--- src/rtl/seq_divider.sv ---
// Iterative restoring divider (DIV/DIVU), one quotient bit per clock.
// Optional macro SEQ_DIVIDER_EARLY_DBZ_EN: a zero divisor skips RUN and completes on the next cycle.
//
//   state | meaning
//   ------+----------------------------------------------------------
//   IDLE  | waiting for start; q/r/dbz hold the last result
//   RUN   | one shift/trial-subtract per edge, counter counts down
//   DONE  | single cycle with done=1; start ignored so a held start
//         | does not immediately re-trigger
module seq_divider #(
    parameter int WIDTH = 32
) (
    input  logic             clk,
    input  logic             reset,
    input  logic             start,
    input  logic             sign,
    input  logic [WIDTH-1:0] dividend,
    input  logic [WIDTH-1:0] divisor,
    output logic [WIDTH-1:0] q,
    output logic [WIDTH-1:0] r,
    output logic             busy,
    output logic             done,
    output logic             dbz
);

    localparam int CW = $clog2(WIDTH + 1);

    typedef enum logic [1:0] {IDLE, RUN, DONE} state_t;

    state_t           state;
    logic [CW-1:0]    cnt;
    logic [WIDTH-1:0] rem;
    logic [WIDTH-1:0] quo;
    logic [WIDTH-1:0] dvs;
    logic [WIDTH-1:0] dvd_raw;
    logic             sign_q;
    logic             sign_r;
    logic             dz;

    logic [WIDTH:0]   rem_sh;
    logic             fits;
    logic [WIDTH-1:0] rem_nxt;
    logic [WIDTH-1:0] quo_nxt;
    logic [WIDTH-1:0] q_fin;
    logic [WIDTH-1:0] r_fin;

    // Absolute value through a WIDTH+1 extension so the most-negative input
    // yields its exact magnitude (2^(WIDTH-1)), which still fits WIDTH bits.
    function automatic logic [WIDTH-1:0] mag(input logic [WIDTH-1:0] x, input logic s);
        logic [WIDTH:0] ext;
        ext = {s & x[WIDTH-1], x};
        return ext[WIDTH] ? WIDTH'(-ext) : x;
    endfunction

    assign rem_sh  = {rem, quo[WIDTH-1]};
    assign fits    = rem_sh >= {1'b0, dvs};
    assign rem_nxt = fits ? WIDTH'(rem_sh - {1'b0, dvs}) : rem_sh[WIDTH-1:0];
    assign quo_nxt = {quo[WIDTH-2:0], fits};
    assign q_fin   = dz ? '1 : (sign_q ? -quo_nxt : quo_nxt);
    assign r_fin   = dz ? dvd_raw : (sign_r ? -rem_nxt : rem_nxt);

    always_ff @(posedge clk or posedge reset) begin
        if (reset) begin
            state   <= IDLE;
            cnt     <= '0;
            rem     <= '0;
            quo     <= '0;
            dvs     <= '0;
            dvd_raw <= '0;
            sign_q  <= 1'b0;
            sign_r  <= 1'b0;
            dz      <= 1'b0;
            q       <= '0;
            r       <= '0;
            busy    <= 1'b0;
            done    <= 1'b0;
            dbz     <= 1'b0;
        end else begin
            case (state)
                IDLE: begin
                    if (start) begin
                        sign_q  <= sign & (dividend[WIDTH-1] ^ divisor[WIDTH-1]);
                        sign_r  <= sign & dividend[WIDTH-1];
                        quo     <= mag(dividend, sign);
                        dvs     <= mag(divisor, sign);
                        rem     <= '0;
                        dvd_raw <= dividend;
                        dz      <= (divisor == '0);
`ifdef SEQ_DIVIDER_EARLY_DBZ_EN
                        if (divisor == '0) begin
                            state <= DONE;
                            done  <= 1'b1;
                            q     <= '1;
                            r     <= dividend;
                            dbz   <= 1'b1;
                        end else begin
                            cnt   <= CW'(WIDTH);
                            busy  <= 1'b1;
                            state <= RUN;
                        end
`else
                        cnt   <= CW'(WIDTH);
                        busy  <= 1'b1;
                        state <= RUN;
`endif
                    end
                end
                RUN: begin
                    rem <= rem_nxt;
                    quo <= quo_nxt;
                    cnt <= cnt - CW'(1);
                    // Terminal count: results are published on the same edge.
                    if (cnt == CW'(1)) begin
                        state <= DONE;
                        busy  <= 1'b0;
                        done  <= 1'b1;
                        q     <= q_fin;
                        r     <= r_fin;
                        dbz   <= dz;
                    end
                end
                DONE: begin
                    done  <= 1'b0;
                    state <= IDLE;
                end
                default: state <= IDLE;
            endcase
        end
    end

endmodule

--- config.mk ---
export PLATFORM = sky130hd
export DESIGN_NAME = seq_divider
export DESIGN_NICKNAME = d
export VERILOG_FILES = /design/src/rtl/seq_divider.sv
export SDC_FILE = /design/constraint.sdc
export NUM_CORES = 1
export LEC_CHECK = 0
export ABC_AREA = 0
export BUFFER_PORTS_ARGS = -buffer_cell sky130_fd_sc_hd__buf_2
export CAP_MARGIN = 0
export CORE_MARGIN = 3
export CORE_UTILIZATION = 52
export DETAILED_ROUTE_END_ITERATION = 10
export PLACE_DENSITY_LB_ADDON = 0.2
export SYNTH_ARGS = -nofsm -noshare
export SYNTH_HDL_FRONTEND = slang
export SYNTH_SLANG_ARGS = --single-unit
--- constraint.sdc ---
create_clock -name clk -period 6.75 [get_ports clk]
set_input_delay 0.3375 -clock clk [delete_from_list [all_inputs] [get_ports clk]]
set_output_delay 0.3375 -clock clk [all_outputs]
set_load 0.05 [all_outputs]
==> results.md <==
- Status: finished, final reports clean
- Port bufs: about 130
- Yosys warning total: 0
- Vias per cell: 6.131
- Cell Area, Synth: 13740 µm²
- Largest cells by area after synthesis: dfrtp_1 38%, nand2_1 7.6%, o21ai_0 6.1%
- Cts bufs inserted: 24
- Fin crit share: between 70% and 80%
- Htree depth: 1
- # rows: between 50 and 60
- Chip height: around 170 µm
- Worst slew pin tran: 1034 ps
- Reg-to-Reg Start: rem[3]$_DFFE_PP0P_
- Via Count: about 13000
- First-pass GRT wire length: 65.63 mm
- Slew HR: 30.97%
- Main synth FF type: dfrtp_1
- Syn Nets: ~1800
- Worst Setup End Kind: flop
- Starting density of the core: about 54%
- Violation count after the first detailed-route iteration: between 1000 and 1500
- Async SR Flop Fraction: 100.0%
- Clock sinks: 206
- Worst Setup Start Kind: flop
- # setup viols final: 0
- Data arrival, critical path: 5330 ps
- CP required: roughly 7200 ps
- Ratio of cells with drive above 1 in the final layout: between 10% and 20%
- Most common cell in the netlist: nand2_1
- Final net count: around 1800
- Seq/Total Area, Yosys: between 30% and 40%
- Commonest cells post-synth: 280 x nand2_1, 206 x dfrtp_1, 168 x o21ai_0
- Max-Cap Viols: 0
- Max Clock Freq: around 200 MHz
- Total die area: approximately 28000 µm²
- # DRC: 0
- TritonCTS clock tree: built
- Syn_area_per_cell: about 8.3 µm²
- Post-synthesis register bit count: about 210
- Setup skew after layout: roughly 9 ps
- Netlist cell types: a little over 100
- Post_cts resized: 0
- Routed WL: approximately 40 mm
- Antenna Nets Post-Route: 0
- Drt first pass iters: 6
- Max-slew violations: 0
- Number of global-route vias before repair: ~12000
- Cell taking the most area after synthesis: dfrtp_1
- Synth Instances: 1648
- Worst-path fanout max: 7
- CTS max path bufs: 3
- CTS clk-pin slew, worst paths: roughly 60 ps
- Area grow syn2layout: 11.89%
- Core ar.: 25540 µm²
- Crit path launch: rem[3]$_DFFE_PP0P_
- IO Pins: between 100 and 150
- Skew-Pair Late Insertion Delay: between 500 and 600 ps
- Area share of the leading cell type in the synthesized netlist: a little under two fifths
- Hpwl dp: 29.92 mm
- R2R cell count: 15
- Routed wire length per instance: 19.49 µm
- Fin crit period: 4885 ps
- Die Width: ~170 µm
- GRT Resource Usage Total: between 20% and 30%
- Post-synth EDFFs: 0
- Grt ovf: 0
- Setup CP Type: flop to flop
- Critical Path Sink: r[24]$_DFFE_PP0P_
- HP Class: primary input to flop
- RD Place Congestion: between 0.9 and 1
- R2R Setup Slk: 1860 ps
- Worst flop-to-flop path endpoint: r[24]$_DFFE_PP0P_
- Hold wc startpoint: dividend[30]
- Initial antenna violation count: 2
- Largest net degree at the start of global routing: 97
- RSZ-0062 raised after global routing: false
- Final hold vios: 0
- Setup TNS: 0 ps
- CTS root buf: clkbuf_16
-- per-layer routing --
layer / vias to the layer above / track usage (%) / routed length (µm)
met5: - / 0 / 16
met3: 94 / 3.830 / 2724
met2: 477 / 43.71 / 18030
met1: 6128 / 40.46 / 18220
li1: 6033 / - / -
met4: 2 / 9.641 / 1479
-- repair_timing --
| item | in CTS | in global routing |
|---|---|---|
| hold buffers | 1 | 0 |
| setup buffers | 0 | 0 |
| endpoints found under the hold margin | 85 | 0 |
-- critical path, cell delays in order, from the launching register on --
cell and delay (ps):
dfrtp_1 420, ha_1 390, a21oi_1 520, a211oi_2 270
o31ai_4 410, nand3_4 150, o21ai_0 370, ha_1 290
nand4bb_1 160, nor4b_1 350, a31oi_1 280, a2111oi_4 560
a31oi_1 190, xnor2_1 190, nand2_1 60, a31oi_1 190
-- state kept, by name, indices dropped and copies added (netlist names) --
signal / cells
dvd_raw: 32
dvs: 32
q: 32
quo: 32
r: 32
rem: 32
cnt: 6
state: 2
busy: 1
dbz: 1
done: 1
dz: 1
sign_q: 1
sign_r: 1
-- worst min-delay path by stage --
stage,end,slack (ps),depth (start not counted)
after global routing,dvd_raw[18]$_DFFE_PP0P_,80,3
after CTS,dvd_raw[30]$_DFFE_PP0P_,50,3
after detailed placement,dvd_raw[7]$_DFFE_PP0P_,460,2
after floorplan,dz$_DFFE_PP0P_,430,1
after global placement,dvd_raw[23]$_DFFE_PP0P_,460,2
final,dvd_raw[30]$_DFFE_PP0P_,60,3
-- final cells by class --
class | instances | area, µm²
fill | 2327 | 10170
multi-input combinational | 1290 | 7983
sequential | 206 | 5155
timing repair buffer | 148 | 778.2
clock buffer | 31 | 678.2
tap | 330 | 412.9
inverter | 61 | 236.5
clock inverter | 10 | 128.9
antenna | 1 | 2.502
-- cells in the final DEF, fill, tap and decap left out, types with 25 or more instances in the layout --
cell / count
xor2_1: 70
clkbuf_16: 25
o31ai_1: 26
nand3_1: 25
dfrtp_1: 206
o21ai_0: 168
a21oi_1: 116
nor2_1: 114
nand2_1: 280
a22oi_1: 32
mux2i_1: 29
ha_1: 38
buf_2: 134
xnor2_1: 64
inv_1: 57
-- cells by family after synthesis --
logic type	after synthesis	synth area share (%)
AND/OR/NAND/NOR	584	19.97
adder cells (fa/ha/maj)	39	3.606
XOR/XNOR	135	8.660
flip-flops	206	37.52
buffers and inverters	152	4.580
AO/OA/AOI/OAI	500	23.31
multiplexers	32	2.358
-- per-stage QoR --
step	cell area, µm²	worst slack (ps)	std cells	hold WS (ps)	util, %
3_5_place_dp	14560	2009	2034	462.5	56.98
3_3_place_gp	14560	2138	2034	457.0	56.98
5_1_grt	15370	1400	2076	76.07	60.18
6_report	15370	1865	2077	63.06	60.19
2_1_floorplan	13740	788.4	1648	433.8	-
4_1_cts	15370	1975	2076	46.41	60.18
Power is left out: the tool's default activity adds up to more than one toggle a clock period on the data nets, which glitch-free logic cannot reach.
